===== src/rtl/line_centroid_pkg.sv =====
// Shared types and derived constants for the per-line centroid stage.
package line_centroid_pkg;

  // Default geometry of the acquisition path.
  localparam int DEF_N_BITS = 8;
  localparam int DEF_PIX_W  = 8;

  // Coordinate sum and sum*reciprocal product widths for the default geometry.
  localparam int SUM_W  = 2 * DEF_N_BITS;
  localparam int PROD_W = 3 * DEF_N_BITS;

  // Half of one output LSB in the fixed-point product (round-half-up).
  localparam logic [PROD_W-1:0] ROUND_HALF = {{(PROD_W-DEF_N_BITS){1'b0}}, 1'b1, {(DEF_N_BITS-1){1'b0}}};

  // Line processing phases.
  typedef enum logic [1:0] {
    S_ACCUM  = 2'd0,
    S_LOOKUP = 2'd1,
    S_MULT   = 2'd2,
    S_OUT    = 2'd3
  } state_t;

endpackage


===== src/rtl/centroid_scale.sv =====
// Combinational centroid scaling: sum * reciprocal with round-half-up and
// saturation, plus the zero-hit and single-hit special cases.
module centroid_scale
  import line_centroid_pkg::*;
#(
  parameter int N_BITS = DEF_N_BITS
) (
  input  logic [N_BITS-1:0]   count,
  input  logic [2*N_BITS-1:0] sum,
  input  logic [N_BITS-1:0]   recip,
  output logic [N_BITS-1:0]   centroid,
  output logic                no_hit
);

  localparam int SW = 2 * N_BITS;
  localparam int PW = 3 * N_BITS;

  localparam logic [PW-1:0]     ROUND_C  = {{(PW-N_BITS){1'b0}}, 1'b1, {(N_BITS-1){1'b0}}};
  localparam logic [N_BITS-1:0] ZERO_N   = {N_BITS{1'b0}};
  localparam logic [N_BITS-1:0] ONE_N    = {{(N_BITS-1){1'b0}}, 1'b1};
  localparam logic [N_BITS-1:0] CENT_MAX = {N_BITS{1'b1}};

  logic [PW-1:0] prod_s;
  logic [PW-1:0] rounded_s;
  logic [SW-1:0] scaled_s;
  logic          unused_frac_s;

  // The product cannot overflow PW bits: (2^SW-1)*(2^N-1) + 2^(N-1) < 2^PW.
  assign prod_s        = {{N_BITS{1'b0}}, sum} * {{SW{1'b0}}, recip};
  assign rounded_s     = prod_s + ROUND_C;
  assign scaled_s      = rounded_s[PW-1:N_BITS];
  assign unused_frac_s = ^rounded_s[N_BITS-1:0];

  // Select the centroid: no-hit, single-hit bypass, or rounded/saturated mean.
  always_comb begin
    centroid = ZERO_N;
    no_hit   = 1'b0;
    if (count == ZERO_N) begin
      centroid = ZERO_N;
      no_hit   = 1'b1;
    end else if (count == ONE_N) begin
      // The LUT returns all-ones for index 1, so the single hit is passed through.
      centroid = sum[N_BITS-1:0];
      no_hit   = 1'b0;
    end else if (|scaled_s[SW-1:N_BITS]) begin
      centroid = CENT_MAX;
      no_hit   = 1'b0;
    end else begin
      centroid = scaled_s[N_BITS-1:0];
      no_hit   = 1'b0;
    end
  end

endmodule


===== src/rtl/line_centroid_accum.sv =====
// Streaming per-line centroid: counts threshold hits and sums their x positions,
// then scales the sum by an external reciprocal LUT to give one centroid per line.
module line_centroid_accum
  import line_centroid_pkg::*;
#(
  parameter int N_BITS = DEF_N_BITS,
  parameter int PIX_W  = DEF_PIX_W
) (
  input  logic              clk,
  input  logic              rst_n,
  input  logic [PIX_W-1:0]  threshold,
  input  logic              pix_valid,
  output logic              pix_ready,
  input  logic [PIX_W-1:0]  pix_data,
  input  logic              pix_last,
  output logic [N_BITS-1:0] lut_index,
  input  logic [N_BITS-1:0] lut_reciprocal,
  output logic              res_valid,
  input  logic              res_ready,
  output logic [N_BITS-1:0] res_centroid,
  output logic              res_no_hit,
  output logic              res_overflow
);

  localparam int SW = 2 * N_BITS;

  localparam logic [N_BITS-1:0] ZERO_N = {N_BITS{1'b0}};
  localparam logic [N_BITS-1:0] ONE_N  = {{(N_BITS-1){1'b0}}, 1'b1};
  localparam logic [N_BITS-1:0] MAX_N  = {N_BITS{1'b1}};
  localparam logic [SW-1:0]     ZERO_S = {SW{1'b0}};
  localparam logic [PIX_W-1:0]  ZERO_P = {PIX_W{1'b0}};

  state_t            state_r;
  state_t            state_next_s;

  logic [N_BITS-1:0] x_r;
  logic              x_full_r;      // x already at max; further pixels are overflow
  logic [N_BITS-1:0] count_r;
  logic [SW-1:0]     sum_r;
  logic [PIX_W-1:0]  thr_r;
  logic              first_r;       // next accepted pixel starts a line
  logic              overflow_r;
  logic [N_BITS-1:0] recip_r;

  logic [N_BITS-1:0] lut_index_r;
  logic              pix_ready_r;
  logic              res_valid_r;
  logic [N_BITS-1:0] res_centroid_r;
  logic              res_no_hit_r;
  logic              res_overflow_r;

  logic              pix_hs_s;
  logic              res_hs_s;
  logic [PIX_W-1:0]  thr_eff_s;
  logic              hit_s;
  logic [N_BITS-1:0] count_next_s;
  logic [SW-1:0]     sum_next_s;
  logic [N_BITS-1:0] scale_centroid_s;
  logic              scale_no_hit_s;

  assign pix_ready    = pix_ready_r;
  assign lut_index    = lut_index_r;
  assign res_valid    = res_valid_r;
  assign res_centroid = res_centroid_r;
  assign res_no_hit   = res_no_hit_r;
  assign res_overflow = res_overflow_r;

  assign pix_hs_s  = pix_valid & pix_ready_r & (state_r == S_ACCUM);
  assign res_hs_s  = res_valid_r & res_ready;
  // The first pixel of a line compares against the live threshold.
  assign thr_eff_s = first_r ? threshold : thr_r;
  assign hit_s     = pix_hs_s & ~x_full_r & (pix_data >= thr_eff_s);

  // Hit accumulation; count saturates so a fully lit max-length line cannot wrap.
  always_comb begin
    count_next_s = count_r;
    sum_next_s   = sum_r;
    if (hit_s) begin
      if (count_r != MAX_N) begin
        count_next_s = count_r + ONE_N;
      end else begin
        count_next_s = count_r;
      end
      sum_next_s = sum_r + {{N_BITS{1'b0}}, x_r};
    end else begin
      count_next_s = count_r;
      sum_next_s   = sum_r;
    end
  end

  // Next-state logic for the line phases.
  always_comb begin
    state_next_s = state_r;
    case (state_r)
      S_ACCUM: begin
        if (pix_hs_s && pix_last) begin
          state_next_s = S_LOOKUP;
        end else begin
          state_next_s = S_ACCUM;
        end
      end
      S_LOOKUP: state_next_s = S_MULT;
      S_MULT:   state_next_s = S_OUT;
      S_OUT: begin
        if (res_hs_s) begin
          state_next_s = S_ACCUM;
        end else begin
          state_next_s = S_OUT;
        end
      end
      default:  state_next_s = S_ACCUM;
    endcase
  end

  // State register.
  always_ff @(posedge clk or negedge rst_n) begin
    if (!rst_n) begin
      state_r <= S_ACCUM;
    end else begin
      state_r <= state_next_s;
    end
  end

  // Per-line accumulators: x position, hits, sum, captured threshold, overflow.
  always_ff @(posedge clk or negedge rst_n) begin
    if (!rst_n) begin
      x_r        <= ZERO_N;
      x_full_r   <= 1'b0;
      count_r    <= ZERO_N;
      sum_r      <= ZERO_S;
      thr_r      <= ZERO_P;
      first_r    <= 1'b1;
      overflow_r <= 1'b0;
    end else if (res_hs_s) begin
      x_r        <= ZERO_N;
      x_full_r   <= 1'b0;
      count_r    <= ZERO_N;
      sum_r      <= ZERO_S;
      overflow_r <= 1'b0;
    end else if (pix_hs_s) begin
      count_r <= count_next_s;
      sum_r   <= sum_next_s;
      first_r <= pix_last;
      if (first_r) begin
        thr_r <= threshold;
      end
      if (x_full_r) begin
        overflow_r <= 1'b1;
      end else if (x_r == MAX_N) begin
        x_full_r <= 1'b1;
      end else begin
        x_r <= x_r + ONE_N;
      end
    end
  end

  // Reciprocal capture, LUT index drive, result registers and pixel ready.
  always_ff @(posedge clk or negedge rst_n) begin
    if (!rst_n) begin
      recip_r        <= ZERO_N;
      lut_index_r    <= ZERO_N;
      pix_ready_r    <= 1'b0;
      res_valid_r    <= 1'b0;
      res_centroid_r <= ZERO_N;
      res_no_hit_r   <= 1'b0;
      res_overflow_r <= 1'b0;
    end else begin
      pix_ready_r <= (state_next_s == S_ACCUM);
      if (pix_hs_s && pix_last) begin
        lut_index_r <= count_next_s;
      end else if (res_hs_s) begin
        lut_index_r <= ZERO_N;
      end
      if (state_r == S_LOOKUP) begin
        recip_r <= lut_reciprocal;
      end
      if (state_r == S_MULT) begin
        res_centroid_r <= scale_centroid_s;
        res_no_hit_r   <= scale_no_hit_s;
        res_overflow_r <= overflow_r;
        res_valid_r    <= 1'b1;
      end else if (res_hs_s) begin
        res_valid_r <= 1'b0;
      end
    end
  end

  centroid_scale #(
    .N_BITS (N_BITS)
  ) u_scale (
    .count    (count_r),
    .sum      (sum_r),
    .recip    (recip_r),
    .centroid (scale_centroid_s),
    .no_hit   (scale_no_hit_s)
  );

endmodule


===== config.mk =====
export PLATFORM = sky130hd
export DESIGN_NAME = line_centroid_accum
export DESIGN_NICKNAME = d
export VERILOG_FILES = /design/src/rtl/line_centroid_pkg.sv /design/src/rtl/centroid_scale.sv /design/src/rtl/line_centroid_accum.sv
export SDC_FILE = /design/constraint.sdc
export NUM_CORES = 1
export LEC_CHECK = 0
export CORE_ASPECT_RATIO = 1.1
export CORE_UTILIZATION = 36
export DETAILED_ROUTE_END_ITERATION = 10
export DONT_BUFFER_PORTS = 1
export MAX_ROUTING_LAYER = met4
export PLACE_DENSITY_LB_ADDON = 0.15
export SLEW_MARGIN = 20
export SYNTH_ARGS = -nofsm -noshare
export SYNTH_HDL_FRONTEND = slang
export SYNTH_SLANG_ARGS = --single-unit

===== constraint.sdc =====
create_clock -name clk -period 10.1 [get_ports clk]
set_clock_uncertainty 0.1 [all_clocks]
set_input_delay 2.525 -clock clk [delete_from_list [all_inputs] [get_ports clk]]
set_output_delay 2.525 -clock clk [all_outputs]
set_load 0.02 [all_outputs]

==> out/metrics.csv <==
metric,value,unit
fin nets,1051,
worst flop-to-flop path startpoint,recip_r[5],
CTS Sinks,73,
top-area cell type share of the netlist area,0.222,
Clock Path Buffers,2,
"CTS clk-pin slew, worst paths",0.06,ns
Worst setup EP type,flip-flop,
initial core utilization,0.368,
n_diodes,0,
crit path max fanout,17,
H-tree depth,3,
min-delay src,thr_r[2],
gr usage total,0.195,
Post-Route WL,20900,um
"Net Count, Synth",1081,
port bufs,0,
dominant cells by area after synthesis,"dfrtp_1 (22%), fa_1 (21%), ha_1 (11%)",
DRT iter0 DRCs,217,
total power,0.000885,W
clk_lat worst skew,0.34,ns
Die Height,160,um
synth cell count leaders,"inv_1 (109), and2_1 (99), fa_1 (84), nand2_1 (84), ha_1 (73)",
Reg2Reg Setup Slack,4.52,ns
dominant synthesized flop cell,dfrtp_1,
CP max-delay cell,dfrtp_1,
via count,6016,
CP startpoint kind,flip-flop,
antenna-violating nets left,0,
status,"complete, no violations",
Slew HR,0.438,
Least-Margin Pin Slew,0.842,ns
largest net degree at the start of global routing,74,
post-synthesis sequential area ratio,0.225,
final RePlAce weighted congestion,0.810,
Post-synth EDFFs,0,
post-CTS resize count,0,
Worst EP required,10.18,ns
number of buffers created by CTS,9,
crit path time final,5.58,ns
Max stage delay on crit path,0.70,ns
vias in the first global route,6276,
die area,23200,um^2
Die W,145,um
CTS Hold Bufs,0,
Final Max Slew Viols,0,
yosys warns,0,
P per Cell Area,102,nW/um^2
Wirelength per Cell,17.9,um
Async SR Flop Fraction,1.00,
peak supply drop,0.134,mV
Congestion Overflow GR,0,
Highest Clock Rate,0.179,GHz
core area,22100,um^2
Setup Crit Path Kind,reg -> reg,
Non-Filler Instances,1165,
final setup fails,0,
share of layout cells above drive strength 1,0.0494,
WHS Endpoint,thr_r[2],
WHS Path Cells,2,
"FF+latch count, synth",73,
DP Worst Slack,4.49,ns
CP most frequent cell,fa_1,
Syn Std Cell Area,8130,um^2
Final period util,0.553,
final hold violation count,0,
Cell Rows,57,
cell with the most instances after synthesis,inv_1,
Root Buffer,clkbuf_16,
Reg2Reg Capture Point,res_centroid[0],
top-level port count,49,
Leakage,4.19,nW
setup TNS,0,ns
Top Layer Used,met4,
first-pass GRT wire length,34400,um
P&R area growth vs syn,6.28,%
"Largest delay share family, worst path",adder cells,
initial antenna violation count,0,
Worst Reg2Reg Path Length in Cells,16,
postcts setup bufs,0,
Syn Inst Count,895,
WP data arrival,5.67,ns
M1 WL,9140,um
worst min-delay path category,reg -> reg,
Inst Count DP,1149,
Synth cell types,60,
met2 WL,11100,um
DRT Pass-1 Iters,4,
critical path cell sequence,"and2_1, fa_1, fa_1, fa_1, inv_1, fa_1, inv_1, ha_1, and2_4, o21bai_2, or3b_1, or2_1, a41o_4, a21oi_4, xor2_4, a41oi_1",
cell taking the most area after synthesis,dfrtp_1,
post-DP HPWL,16000,um
hold slack,0.388,ns
setup slack after layout,4.52,ns
syn_area_per_cell,9.08,um^2
# Max-Cap Violations,0,
# DRC,0,
via/cell ratio,5.16,
CP bufs+invs,2,
RSZ-0062 raised after global routing,no,
CTS tree,built,
routed wl met3,382,um
==> cells in the final DEF, fill, tap and decap left out, types with 22 or more instances in the layout <==
master and count:
dfrtp_1 72, ha_1 73, nor2_1 31, fa_1 84
nand3_1 22, o21ai_0 27, nand2_1 84, inv_1 109
a21oi_1 58, and2_1 99
==> tightest hold or removal path, stage by stage (launching register included) <==
cell and delay (ns):
dfrtp_1 0.35, nand2_1 0.05, o21ai_0 0.06
==> cell families after synthesis <==
group	count (synthesis)	synth area share
adder cells (fa/ha/maj)	157	0.319
buffers and inverters	153	0.0722
XOR/XNOR	29	0.0345
AO/OA/AOI/OAI	153	0.122
AND/OR/NAND/NOR	307	0.197
flip-flops	73	0.225
multiplexers	23	0.0302
==> per-stage QoR <==
stage / utilization / area, um^2
6_report: 0.391 / 8640
5_1_grt: 0.391 / 8640
4_1_cts: 0.391 / 8640
3_5_place_dp: 0.377 / 8340
3_3_place_gp: 0.377 / 8340
2_1_floorplan: - / 8130
==> routing by layer <==
layer,vias to the layer above,GRT usage
li1,2904,-
met1,3015,0.237
met2,78,0.349
met3,19,0.0183
met4,0,0.0455
met5,-,-
==> area by class of cell <==
type | count | area (um^2)
fillers | 2291 | 13500
multi-input cells | 669 | 5710
well taps | 295 | 369
flip-flops and latches | 73 | 1830
inverters | 109 | 409
clock buffers | 10 | 229
repair buffers | 3 | 22.5
clock inverters | 6 | 67.6
==> worst max-delay path by stage <==
| stage | endpoint | slack, ns | cells after the start | startpoint |
|---|---|---|---|---|
| after detailed placement | res_centroid[7] | 4.49 | 16 | recip_r[3] |
| after floorplan | res_centroid[0] | 4.90 | 18 | recip_r[4] |
| after global routing | res_centroid[4] | 4.18 | 16 | recip_r[5] |
| after global placement | res_centroid[4] | 4.52 | 16 | recip_r[7] |
| final | res_centroid[0] | 4.52 | 16 | recip_r[5] |
| after CTS | res_centroid[7] | 4.47 | 17 | recip_r[3] |
==> flip-flops by register name, indices dropped and copies added (netlist names) <==
signal,cells
count_r,8
first_r,1
lut_index,8
overflow_r,1
pix_ready,1
recip_r,8
res_centroid,8
res_no_hit,1
res_overflow,1
res_valid,1
state_r,2
sum_r,16
thr_r,8
x_full_r,1
x_r,8
==> power by group <==
part	switching, W	internal (W)	leakage, nW
clock	0.000138	0.000193	0.139
sequential	0.000103	0.000322	0.984
combinational	0.0000729	0.0000563	3.07
total	0.000314	0.000571	4.19
Power figures use the tool's default switching activity.
